===== config.mk =====
export PLATFORM = sky130hd
export DESIGN_NAME = execute_stage
export DESIGN_NICKNAME = d
export VERILOG_FILES = /design/src/rtl/execute_stage.sv
export SDC_FILE = /design/constraint.sdc
export NUM_CORES = 1
export LEC_CHECK = 0
export ABC_AREA = 0
export CAP_MARGIN = 15
export CELL_PAD_IN_SITES_DETAIL_PLACEMENT = 2
export CELL_PAD_IN_SITES_GLOBAL_PLACEMENT = 2
export CORE_MARGIN = 2
export CORE_UTILIZATION = 34
export CTS_BUF_LIST = sky130_fd_sc_hd__clkbuf_8
export DETAILED_ROUTE_END_ITERATION = 8
export PLACE_DENSITY_LB_ADDON = 0.1
export SYNTH_ARGS = -nofsm -noshare
export SYNTH_HDL_FRONTEND = slang
export SYNTH_SLANG_ARGS = --single-unit

===== constraint.sdc =====
create_clock -name clk -period 2.39 [get_ports clk]
set_input_delay 0.478 -clock clk [delete_from_list [all_inputs] [get_ports clk]]
set_output_delay 0.478 -clock clk [all_outputs]
set_load 0.01 [all_outputs]

===== src/rtl/execute_stage.sv =====
// Execute stage: 4-op ALU with registered result and Z/N/C condition codes.
// Optional macro EXEC_STALL_EN adds a stall input that freezes both output registers.
module execute_stage #(
  parameter int WIDTH = 16
) (
  input  logic             clk,
  input  logic             reset,
`ifdef EXEC_STALL_EN
  input  logic             stall,
`endif
  input  logic [WIDTH-1:0] Op1,
  input  logic [WIDTH-1:0] Op2,
  input  logic [1:0]       ALUmode,
  input  logic [1:0]       carrySelect,
  output logic [WIDTH-1:0] result_r,
  output logic [2:0]       conditionCodeRegister_r
);

  localparam logic [1:0] MODE_ADD = 2'b00;
  localparam logic [1:0] MODE_SUB = 2'b01;
  localparam logic [1:0] MODE_AND = 2'b10;
  localparam logic [1:0] MODE_OR  = 2'b11;

  localparam logic [1:0] CS_ALU   = 2'b00;
  localparam logic [1:0] CS_SET   = 2'b01;
  localparam logic [1:0] CS_CLR   = 2'b10;
  localparam logic [1:0] CS_HOLD  = 2'b11;

  logic [WIDTH-1:0] result_q, result_d;
  logic [2:0]       ccr_q, ccr_d;
  logic [WIDTH:0]   sum_ext, diff_ext;
  logic [WIDTH-1:0] alu_res;
  logic             alu_cout, alu_has_carry;
  logic             carry_next;
  logic             load_en;

`ifdef EXEC_STALL_EN
  assign load_en = ~stall;
`else
  assign load_en = 1'b1;
`endif

  // Extra top bit captures carry-out on add and borrow on subtract
  assign sum_ext  = {1'b0, Op1} + {1'b0, Op2};
  assign diff_ext = {1'b0, Op1} - {1'b0, Op2};

  always_comb begin
    alu_res       = '0;
    alu_cout      = 1'b0;
    alu_has_carry = 1'b0;
    case (ALUmode)
      MODE_ADD: begin
        alu_res       = sum_ext[WIDTH-1:0];
        alu_cout      = sum_ext[WIDTH];
        alu_has_carry = 1'b1;
      end
      MODE_SUB: begin
        alu_res       = diff_ext[WIDTH-1:0];
        alu_cout      = diff_ext[WIDTH];
        alu_has_carry = 1'b1;
      end
      MODE_AND: alu_res = Op1 & Op2;
      MODE_OR:  alu_res = Op1 | Op2;
      default:  alu_res = '0;
    endcase
  end

  always_comb begin
    carry_next = ccr_q[2];
    case (carrySelect)
      CS_ALU:  carry_next = alu_has_carry ? alu_cout : ccr_q[2];
      CS_SET:  carry_next = 1'b1;
      CS_CLR:  carry_next = 1'b0;
      CS_HOLD: carry_next = ccr_q[2];
      default: carry_next = ccr_q[2];
    endcase
  end

  always_comb begin
    result_d = result_q;
    ccr_d    = ccr_q;
    if (load_en) begin
      result_d = alu_res;
      ccr_d    = {carry_next, alu_res[WIDTH-1], (alu_res == '0)};
    end
  end

  always_ff @(posedge clk or posedge reset) begin
    if (reset) begin
      result_q <= '0;
      ccr_q    <= 3'b000;
    end else begin
      result_q <= result_d;
      ccr_q    <= ccr_d;
    end
  end

  assign result_r                = result_q;
  assign conditionCodeRegister_r = ccr_q;

endmodule


==> results of run 1 <==
logic make-up after synthesis:
kind of cell / after synthesis / share of synthesized area, %
buffers and inverters: 71 / 9.75
adder cells (fa/ha/maj): 53 / 23.5
AO/OA/AOI/OAI: 109 / 27.2
multiplexers: 8 / 3.73
XOR/XNOR: 7 / 2.12
flip-flops: 18 / 15.6
AND/OR/NAND/NOR: 101 / 18.1
synthesized netlist by cell type, drive strengths merged (6+ instances only):
library cell | number | area [sq um]
o21ai | 18 | 90.1
o31ai | 7 | 52.6
nand2 | 29 | 111
nor3 | 9 | 50.1
o211ai | 11 | 82.6
ha | 51 | 638
dfrtp | 18 | 450
nor2 | 20 | 75.1
xnor2 | 6 | 52.6
inv | 53 | 199
a21oi | 26 | 130
clkbuf | 14 | 52.6
or3 | 6 | 37.5
nand2b | 9 | 56.3
stage by stage:
step	hold WS (ns)	util [%]	worst slack, ns	area [sq um]	instances
after floorplan	0.417	-	-0.971	2910	367
after global placement	0.600	53.7	-1.66	4410	629
after detailed placement	0.629	53.7	-1.94	4410	629
==> metrics.cfg, run 1 <==
[yosys]
syn_avg_cell_area_sq_um=7.87
synth.cell_area_sq_mm=0.00289
synthCells=367
synth_nets=458
synth_cell_type_count=64
ys.flop_type=dfrtp_1
ys_ff_latch=18
ys_async_sr_fraction_pct=100
synth_edf_count=0
yosysSeqAreaShare_pct=15.6
ys_warn_count=0

[outcome]
haltStage=clock tree synthesis
outcome=aborted with a tool error
error_line=[ERROR DPL-0033] detailed placement checks failed during check placement.

[floorplan]
io_pins=57
start_util_pct=35.1
fp.dieW_um=96.1
row_count=33
die_h_um=96.1

[place]
port_buffers=56
gp_congestion=0.861
hpwlAfterDp_um=12800

[cts]
postCtsSetupBuffers=35
clk_path_buf_depth=2
cts_buffers=3
numClockSinks=18
root_buffer=clkbuf_8
cts_resized=235
ctsHoldBuffers=0
htree_num_levels=1

==> run 2: changes to the inputs <==
CELL_PAD_IN_SITES_DETAIL_PLACEMENT = unset   (was 2)
CELL_PAD_IN_SITES_GLOBAL_PLACEMENT = unset   (was 2)
CORE_UTILIZATION = 35   (was 34)
CTS_BUF_LIST = unset   (was sky130_fd_sc_hd__clkbuf_8)
PLACE_DENSITY_LB_ADDON = 0.15   (was 0.1)
==> metrics.cfg, run 2 <==
[outcome]
outcome=finished, violations left  ; was aborted with a tool error
violations=setup timing

[yosys]
synth_nets=458  ; unchanged
syn_avg_cell_area_sq_um=7.87  ; unchanged
synth_top_cell_area_share_pct=22.1  ; unchanged
synth_cell_type_count=64  ; unchanged
netlist_top_cells_area=ha_1 22%, dfrtp_1 16%, inv_1 6.6%, a21oi_1 4.5%, nand2_1 3.6%  ; unchanged
ys.flop_type=dfrtp_1  ; unchanged
yosys-top-cells-count=51 x ha_1, 51 x inv_1, 28 x nand2_1  ; unchanged
ys_warn_count=0  ; unchanged
yosys.area.top_type=ha_1  ; unchanged
yosysSeqAreaShare_pct=15.6  ; unchanged
synth_edf_count=0  ; unchanged
synthCells=367  ; unchanged
synth.cell_area_sq_mm=0.00289  ; unchanged
ys_async_sr_fraction_pct=100  ; unchanged
ys_ff_latch=18  ; unchanged

[cts]
worstSkewPairLatency_ns=0.25
ctsHoldBuffers=0  ; unchanged
clk_path_buf_depth=2  ; unchanged
root_buffer=clkbuf_8  ; unchanged
cts_tree=built
htree_num_levels=1  ; unchanged
cts_buffers=3  ; unchanged
numClockSinks=18  ; unchanged
path_clk_slew_ns=0.06

[critical_path]
crit_family=simple AND/OR/NAND/NOR gates
r2r_cells=3
arrival_ns=3.40
critPathMostFrequentCell=or4_4
crit_fanout=4
slowest_stage=or4_4
required_ns=2.55
worst-path-buf-inv=2
end_kind=register
r2r-start=conditionCodeRegister_r[2]
crit_type=in2reg
path_depth=11
path_cells=buf_8 -> buf_6 -> ha_4 -> o21bai_4 -> a2111oi_4 -> xnor2_1 -> mux4_2 -> or4_4 -> or3_1 -> or4_4 -> nor4_4
slowest_delay_ns=0.54
start_kind=input port
cp-startpoint=Op1[1]

[hold_path]
holdPathStages=3
hp-class=reg2reg
hp-start=conditionCodeRegister_r[2]

[floorplan]
start_util_pct=35.7  ; was 35.1%
die_h_um=94.8  ; was 96.1 um
row_count=33  ; unchanged
io_pins=57  ; unchanged
die-area_sq_mm=0.00899
core_area_sq_mm=0.00809
fp.dieW_um=94.8  ; was 96.1 um

[sta]
setup_viol=7
worst_slack_ns=-0.847
hold_viol=0
rsz0062_at_grt=true
maxSlewHeadroom_pct=56.4
fin_skew_ns=0
worst_slew_pin_slew_ns=0.653
min_period_over_period_pct=135
finalCriticalPeriod_ns=3.24
maxSlewViolCount=0
max_freq_ghz=0.309

[finish]
final_util_pct=66.7
multiInputGateArea_sq_mm=0.00280
final_common_cell=buf_4
n_antenna_cell=0
largest_reg_flops=15
drive_gt1_share_pct=49.0
fill_cells=683
area_growth_syn_to_layout_pct=87.0
seqCellArea_sq_um=450
layout.cells.non_filler=662
nets=649
final_cell_mix=129 x buf_4, 35 x clkdlybuf4s50_1, 31 x inv_1

[route]
wl_um=9900
drc=0
vias=3464
wl_per_cell_um=14.9
viasPerCell=5.23
first_pass_iters=4
ant_nets=0
drtIter0Drc=125

[place]
pre_cts_ws_ns=-1.73  ; was -1.94 ns
dp.cells=634  ; was 629
hpwlAfterDp_um=7420  ; was 12800 um
gp_congestion=0.873  ; was 0.861
port_buffers=56  ; unchanged

[global_routing]
grt.total_usage_pct=22.5
grt_pass1_vias=3501
antenna_found_initial=0
grt_pass1_wl_um=16300
grt_max_degree=22
grt_overflow_total=0

[pwr]
powerDensity_mw_per_mm2=347
ir_drop_mv=0.181
power.leakage_uw=0.00242

[flow_run]
cap_violations=0

-- run 2: tightest hold or removal path, cell delays in order, from the launching register on --
cell     delay (ns)
dfrtp_1        0.34
nor2b_1        0.13
a31oi_1        0.05
nand2_1        0.05
-- run 2: cell type report --
class,count,area share [%]
repair buffers,204,32.3
inverters,53,3.99
clock buffers,4,1.02
flip-flops and latches,18,8.35
multi-input cells,278,51.9
well taps,105,2.43
-- run 2: report_power, final --
group          internal, uW  switching (uW)
clock                   146            92.8
combinational           685             587
sequential              349            15.8
-- run 2: timing repair --
item	4_1_cts	5_1_grt
setup endpoints to repair	15	11
pin swaps	33	34
gates resized for setup	187	47
buffers inserted	24	10
-- run 2: final timing paths --
kind	endpoint	slack, ns
hold reg to reg	conditionCodeRegister_r[2]	0.61
setup reg to reg	conditionCodeRegister_r[2]	1.55
hold / removal	conditionCodeRegister_r[2]	0.61
setup / recovery	conditionCodeRegister_r[0]	-0.85
max in group asynchronous	result_r[4]	1.34
min in group asynchronous	result_r[5]	0.63
-- run 2: per-stage QoR --
stage / power [uW] / hold slack [ns] / TNS, ns / cell area [sq um]
4_1_cts: 1820 / 0.627 / -2.43 / 5240
3_5_place_dp: 1360 / 0.609 / -13.26 / 4460
5_1_grt: 2000 / 0.669 / -2.93 / 5400
2_1_floorplan: 833 / 0.417 / -1.34 / 2910
3_3_place_gp: 1340 / 0.588 / -12.84 / 4460
6_report: 1880 / 0.612 / -2.09 / 5400
-- run 2: routing by layer --
| metal | share of wire (%) | vias up | track usage [%] |
|---|---|---|---|
| li1 | - | 1700 | - |
| met1 | 46 | 1660 | 29.2 |
| met2 | 49 | 90 | 40.4 |
| met3 | 3.8 | 14 | 2.15 |
| met4 | 1.3 | 0 | 5.07 |
| met5 | 0 | - | 0 |
-- run 2: cell families (layout without fill, tap and decap cells) --
| group | after synthesis | after routing | synth area share, % |
|---|---|---|---|
| buffers and inverters | 71 | 261 | 9.75 |
| AND/OR/NAND/NOR | 101 | 101 | 18.1 |
| AO/OA/AOI/OAI | 109 | 109 | 27.2 |
| adder cells (fa/ha/maj) | 53 | 53 | 23.5 |
| XOR/XNOR | 7 | 7 | 2.12 |
| flip-flops | 18 | 18 | 15.6 |
| multiplexers | 8 | 8 | 3.73 |
Power figures use the tool's default switching activity.
==> run 3: changes to the inputs <==
CTS_CLUSTER_DIAMETER = 80   (was unset)
==> results of run 3 <==
The final DEF is identical to that of run 2; final timing and power are the same.
